[config.mk]
export PLATFORM = sky130hd
export DESIGN_NAME = tdes_sequencer
export DESIGN_NICKNAME = d
export VERILOG_FILES = /design/src/rtl/tdes_sequencer.sv
export SDC_FILE = /design/constraint.sdc
export NUM_CORES = 1
export LEC_CHECK = 0
export CAP_MARGIN = 25
export CORE_AREA = 2 2 201 203
export CTS_BUF_LIST = sky130_fd_sc_hd__clkbuf_16
export DETAILED_ROUTE_END_ITERATION = 6
export DIE_AREA = 0 0 203 205
export GPL_TIMING_DRIVEN = 0
export PLACE_DENSITY = 0.68
export SYNTH_ARGS = -nofsm -noshare
export SYNTH_HDL_FRONTEND = slang
export SYNTH_SLANG_ARGS = --single-unit
[constraint.sdc]
create_clock -name clk -period 1.9 [get_ports clk]
set_input_delay 0.285 -clock clk [delete_from_list [all_inputs] [get_ports clk]]
set_output_delay 0.285 -clock clk [all_outputs]
set_load 0.05 [all_outputs]
[src/rtl/tdes_sequencer.sv]
// tdes_sequencer: drives a single-DES core through three EDE/DED passes per job.
// Optional TDES_SINGLE_EN adds i_single, which runs one pass only using K1.
module tdes_sequencer #(
    parameter int TIMEOUT_CYC = 64,
    parameter int KEY_W       = 64
) (
    input  logic           clk,
    input  logic           rst_n,
    input  logic [64:1]    i_data,
    input  logic [KEY_W:1] i_key1,
    input  logic [KEY_W:1] i_key2,
    input  logic [KEY_W:1] i_key3,
    input  logic           i_encrypt,
`ifdef TDES_SINGLE_EN
    input  logic           i_single,
`endif
    input  logic           i_valid,
    output logic           o_ready,
    output logic [63:0]    o_data,
    output logic           o_valid,
    input  logic           i_out_ready,
    output logic           o_error,
    output logic [63:0]    core_data,
    output logic [63:0]    core_key,
    output logic           core_mode,
    output logic           core_valid,
    input  logic           core_ready,
    input  logic [63:0]    core_o_data,
    input  logic           core_o_valid
);
    localparam int TW = $clog2(TIMEOUT_CYC + 1);

    typedef enum logic [1:0] {IDLE, ISSUE, WAIT, DONE} state_t;

    state_t           state, state_n;
    logic [1:0]       pass;
    logic [TW-1:0]    timer;
    logic [63:0]      block;
    logic [KEY_W-1:0] k1, k2, k3, key_sel;
    logic             enc, one_pass, last_pass, timeout, accept;

    assign accept    = state == IDLE && i_valid;
    assign last_pass = pass == 2'd2 || one_pass;
    assign timeout   = state == WAIT && !core_o_valid && timer == TW'(TIMEOUT_CYC - 1);

    always_ff @(posedge clk or negedge rst_n) begin
        if (!rst_n)
            state <= IDLE;
        else
            state <= state_n;
    end

    always_comb begin
        state_n = state;
        case (state)
            IDLE:    state_n = i_valid ? ISSUE : IDLE;
            ISSUE:   state_n = core_ready ? WAIT : ISSUE;
            WAIT:    state_n = core_o_valid ? (last_pass ? DONE : ISSUE) : (timeout ? IDLE : WAIT);
            DONE:    state_n = i_out_ready ? IDLE : DONE;
            default: state_n = IDLE;
        endcase
    end

    always_ff @(posedge clk or negedge rst_n) begin
        if (!rst_n) begin
            pass  <= '0;
            timer <= '0;
            block <= '0;
            k1    <= '0;
            k2    <= '0;
            k3    <= '0;
            enc   <= 1'b0;
        end else begin
            timer <= state == WAIT ? timer + 1'b1 : '0;
            if (accept) begin
                block <= i_data;
                k1    <= i_key1;
                k2    <= i_key2;
                k3    <= i_key3;
                enc   <= i_encrypt;
                pass  <= '0;
            end
            if (state == WAIT && core_o_valid) begin
                block <= core_o_data;
                if (!last_pass)
                    pass <= pass + 2'd1;
            end
        end
    end

`ifdef TDES_SINGLE_EN
    logic single;

    always_ff @(posedge clk or negedge rst_n) begin
        if (!rst_n)
            single <= 1'b0;
        else if (accept)
            single <= i_single;
    end

    assign one_pass = single;
`else
    assign one_pass = 1'b0;
`endif

    // Outer passes use K1 on the encrypt side (or single mode) and K3 otherwise.
    assign key_sel = pass == 2'd1 ? k2 : ((pass == 2'd0) == (enc || one_pass)) ? k1 : k3;

    always_comb begin
        o_ready    = state == IDLE;
        o_valid    = state == DONE;
        o_data     = state == DONE ? block : '0;
        o_error    = timeout;
        core_valid = state == ISSUE && core_ready;
        core_data  = block;
        core_key   = 64'(key_sel);
        core_mode  = pass == 2'd1 ? ~enc : enc;
    end
endmodule

**Word level (Yosys, flattened, before mapping)**

Cells that the tools add are included.

- Bits in registers: 268
- Bits of input ports: 327
- Output and inout port bits: 197
- Word-level logic and storage cells: 44

- Add/sub/neg operators: 2
- Equality and inequality tests: 7
- Mux-type cells: 17
- Bitwise operators: 1
- Reduce and logical (&&, ||, !) cells: 9

Operator list:

| kind | number |
|---|---|
| two-way mux 64 bit | 5 |
| two-way mux 2 bit | 8 |
| case mux 2 bit (4 select lines) | 1 |
| adder 7 x 1 -> 7 bit, second input constant | 1 |
| == test 7 x 6 -> 1 bit, second input constant | 1 |
| two-way mux 7 bit | 1 |
| == test 2 bit, second input constant | 3 |
| logical AND 1 bit | 5 |
| == test 2 x 1 -> 1 bit, second input constant | 2 |
| zero test 2 bit | 2 |
| adder 2 x 1 -> 2 bit, second input constant | 1 |
| two-way mux 1 bit | 2 |
| nonzero test 2 bit | 1 |
| == test 1 bit | 1 |
| zero test 1 bit | 1 |
| NOT 1 bit | 1 |

**Depth between registers and ports, before layout**

- Word-level depth: 6
- Mapped depth: 7
- Gate-level depth less buffers: 4

**Least setup slack after synthesis**

No wires, ideal clock.

- Kind: reg2out
- Start point: register pass[1]
- End point: output port core_key[10]
- Arrival time: 2,190 ps
- Required time: 1,615 ps
- Path slack: -575 ps
- Cell stages (with the launch flop): 6
- Path buffers: 2
- Path through: dfrtp_1 buf_2 o21ai_1 clkbuf_1 nand3_1 a31oi_1

- Cells in the longest elaborated chain, start to end: 4
- Elaborated cells between the ends (all ways): 5
- Those cells by class: 2 x eq/ne; 2 x mux; 1 x reduce/logical

RTL lines:

| item | line | text |
|---|---|---|
| from (decl) | 36 | `logic [1:0] pass;` |
| from (signal assigned) | 86 | `pass <= pass + 2'd1;` |
| zero test 2 bit | 107 | `assign key_sel = pass == 2'd1 ? k2 : ((pass == 2'd0) == (enc \|\| one_pass)) ? k1 : k3;` |
| == test 1 bit | 107 |  |
| two-way mux 64 bit | 107 |  |
| two-way mux 64 bit (*) | 107 |  |
| to (decl) | 24 | `output logic [63:0] core_key,` |

Mark *: on every way between the ends. The rest lies on a longest branch, timed or not.

**Final worst setup path**

- Start point: register pass[1]
- End point: output port core_key[32]

The elaborated chain is that of the path after synthesis.

==> flow_summary.yaml <==
die:
  die_w_um: 203
  dieHeight_um: 205
  ios: 524
  dieArea_um2: 41620
  num_rows: 73
  initial_core_util_pct: 33.25
  coreArea_um2: 39370
setup_path:
  arrival_ns: 2.26
  crit_path_max_incr_delay_ns: 0.43
  rr_worst_depth: 7
  crit_path_start: "pass[1]"
  r2r-end: "core_data[31]"
  r2r-start: "state[0]"
  path_cells: "buf_6 > or3_4 > clkbuf_16 > buf_12 > nand3_2 > a31oi_4 > buf_6"
  path_common_cell: "buf_6"
  cp.required_ns: 1.62
  worstPathMaxFanout: 10
  cp-endpoint: "core_key[32]"
  r2r_setup_slack_ns: 0.02
  critPathKind: "reg -> out"
  cp_slowest_cell: "or3_4"
  startpoint_type: "flop"
  critPathCaptureType: "output pin"
clocking:
  clock-sinks: 268
  cts_max_level: 1
  numCtsBuffers: 31
  cts_buffer_depth: 3
  ctsRootBufferMaster: "clkbuf_16"
  clk_pin_slew_ns: 0.06
  clk_latency_ns: 0.58
  cts_tree: "yes"
outcome:
  status: "finished, violations left"
  failed_checks: "negative setup slack"
yosys:
  yosysUniqueCellTypes: 36
  syn_avg_cell_area_um2: 12.36
  synth_edf_count: 0
  yosysWarningCount: 0
  synthCells: 1059
  ys_ff_latch: 268
  ys_seq_area_share_pct: 51.24
  synthFlopType: "dfrtp_1"
  netlist_area_um2: 13090
  syn_nets: 1387
  synthArstFlopShare_pct: 100.0
finish:
  final_cells: 2228
  design_area_um2: 23610
  layout-drive-gt1-share_pct: 43.14
  mostFrequentLayoutCells: "clkdlybuf4s50_1 (325), dfrtp_1 (266), mux2_4 (155)"
  final_common_cell: "clkdlybuf4s50_1"
  areaGrowthSynthToFinish_pct: 80.40
  nets: 1999
place:
  placed_area_um2: 20040
  io_buffers: 523
  pre_cts_ws_ns: -1.337
  numPlacedInstances: 2109
  dp_hpwl_um: 39400
  routabilityCongestion: 0.9441
global_routing:
  antenna_found_initial: 14
  grt_pass1_vias: 12140
  track_usage_pct: 24.58
  grt_max_degree: 115
  grt_overflow_total: 0
  grt_pass1_wl_um: 76630
drt:
  first_pass_iters: 4
  drt-vias-per-instance: 5.083
  ant_nets: 0
  wl_per_cell_um: 24.31
  drc: 0
  wirelength_um: 54160
  first_iter_violations: 383
  num_vias: 11330
job:
  maxCapViolCount: 0
timing:
  fmax_ghz: 0.3936
  setup_violations: 133
  report.final.slew_viol_count: 0
  final.setup_skew_ns: 0.01493
  period_needed_ns: 2.540
  max_slew_margin_pct: 57.09
  fin_ws_ns: -0.6404
  fin_crit_sh_pct: 133.7
  rsz0062_at_grt: "yes"
  hold_violations: 0
  worst_pin_slew_ns: 0.6437
min_path:
  holdCritPathClass: "in -> async"
-- layer usage --
| layer | track usage, % | share of wire [%] |
|---|---|---|
| met2 | 45.63 | 53 |
| met5 | 0 | 0.024 |
| met4 | 10.38 | 4.5 |
| met3 | 5.918 | 6.2 |
| met1 | 26.63 | 36 |
-- area by class of cell --
cell class / count / area, um^2
fill: 3056 / 15750
multi-input combinational: 688 / 7586
sequential: 268 / 6709
timing repair buffer: 580 / 6531
buffer: 99 / 1157
clock buffer: 31 / 775.7
tap: 525 / 656.9
clock inverter: 23 / 157.7
antenna: 11 / 27.53
inverter: 3 / 11.26
-- cell usage after synthesis (2+ instances only) --
cell	number	share of area [%]
and2_1	2	0.096
nand2_1	4	0.11
dfrtp_1	268	51
o21a_1	65	3.7
buf_2	19	0.73
buf_6	9	0.77
a31oi_1	64	3.1
o21ai_0	68	2.6
and3_1	64	3.1
nor2b_1	3	0.14
buf_1	3	0.086
nor2_1	70	2.0
mux2_4	155	18
o22a_1	64	4.3
mux2_2	38	3.3
nand3_1	66	2.5
clkbuf_1	58	1.7
inv_1	3	0.086
nand2b_1	2	0.096
xnor2_1	2	0.13
or3_1	4	0.19
buf_8	11	1.3
nor3_1	2	0.076
a21oi_1	2	0.076
xor2_1	2	0.13
-- through the flow --
step	TNS, ns	hold slack, ns	utilization (%)
after floorplan	-0.3341	-0.01059	-
after global placement	-3226.78	0.4459	50.74
after detailed placement	-182.50	0.2891	50.89
after CTS	-94.92	0.2636	55.56
after global routing	-58.65	0.2960	59.97
final	-48.73	0.2649	59.98
-- state kept, by name (all words and copies together) (netlist names) --
register	flops
state	2
pass	2
k3	64
enc	1
k2	64
k1	64
core_data	64
timer	7
-- worst min-delay path by stage --
stage                              end  slack, ns  cells past startpoint
after detailed placement        k1[39]       0.29                      1
final                           k2[42]       0.26                      2
after global routing             k1[4]       0.30                      2
after CTS                       k1[40]       0.26                      2
after global placement        timer[0]       0.45                      1
after floorplan           core_data[0]      -0.01                      0
-- repair_timing --
action | 4_1_cts | 5_1_grt
endpoints found under the setup margin | 417 | 418
buffers inserted | 6 | 33
pin swaps | 14 | 30
hold endpoints to repair | 69 | 0
gates resized for setup | 906 | 646
hold buffers | 1 | 0
cloned | 5 | 11
-- logic make-up (layout without fill, tap and decap cells) --
logic type | after synthesis | count (layout) | synth area share (%)
buffers and inverters | 104 | 736 | 4.655
flip-flops | 268 | 268 | 51.24
multiplexers | 194 | 194 | 21.22
AO/OA/AOI/OAI | 267 | 268 | 13.97
AND/OR/NAND/NOR | 221 | 221 | 8.556
other | 0 | 11 | 0
adder cells (fa/ha/maj) | 1 | 1 | 0.09558
XOR/XNOR | 4 | 4 | 0.2677
-- worst max-delay path: cells and delay by family, from the launching register on --
kind                   cells  cell delay, ns
AO/OA/AOI/OAI              1            0.11
buffers and inverters      4            0.69
flip-flops                 1            0.37
AND/OR/NAND/NOR            2            0.52
Power is not shown: default switching activity piles up to over one toggle a cycle in this logic, so the estimate is an artifact.
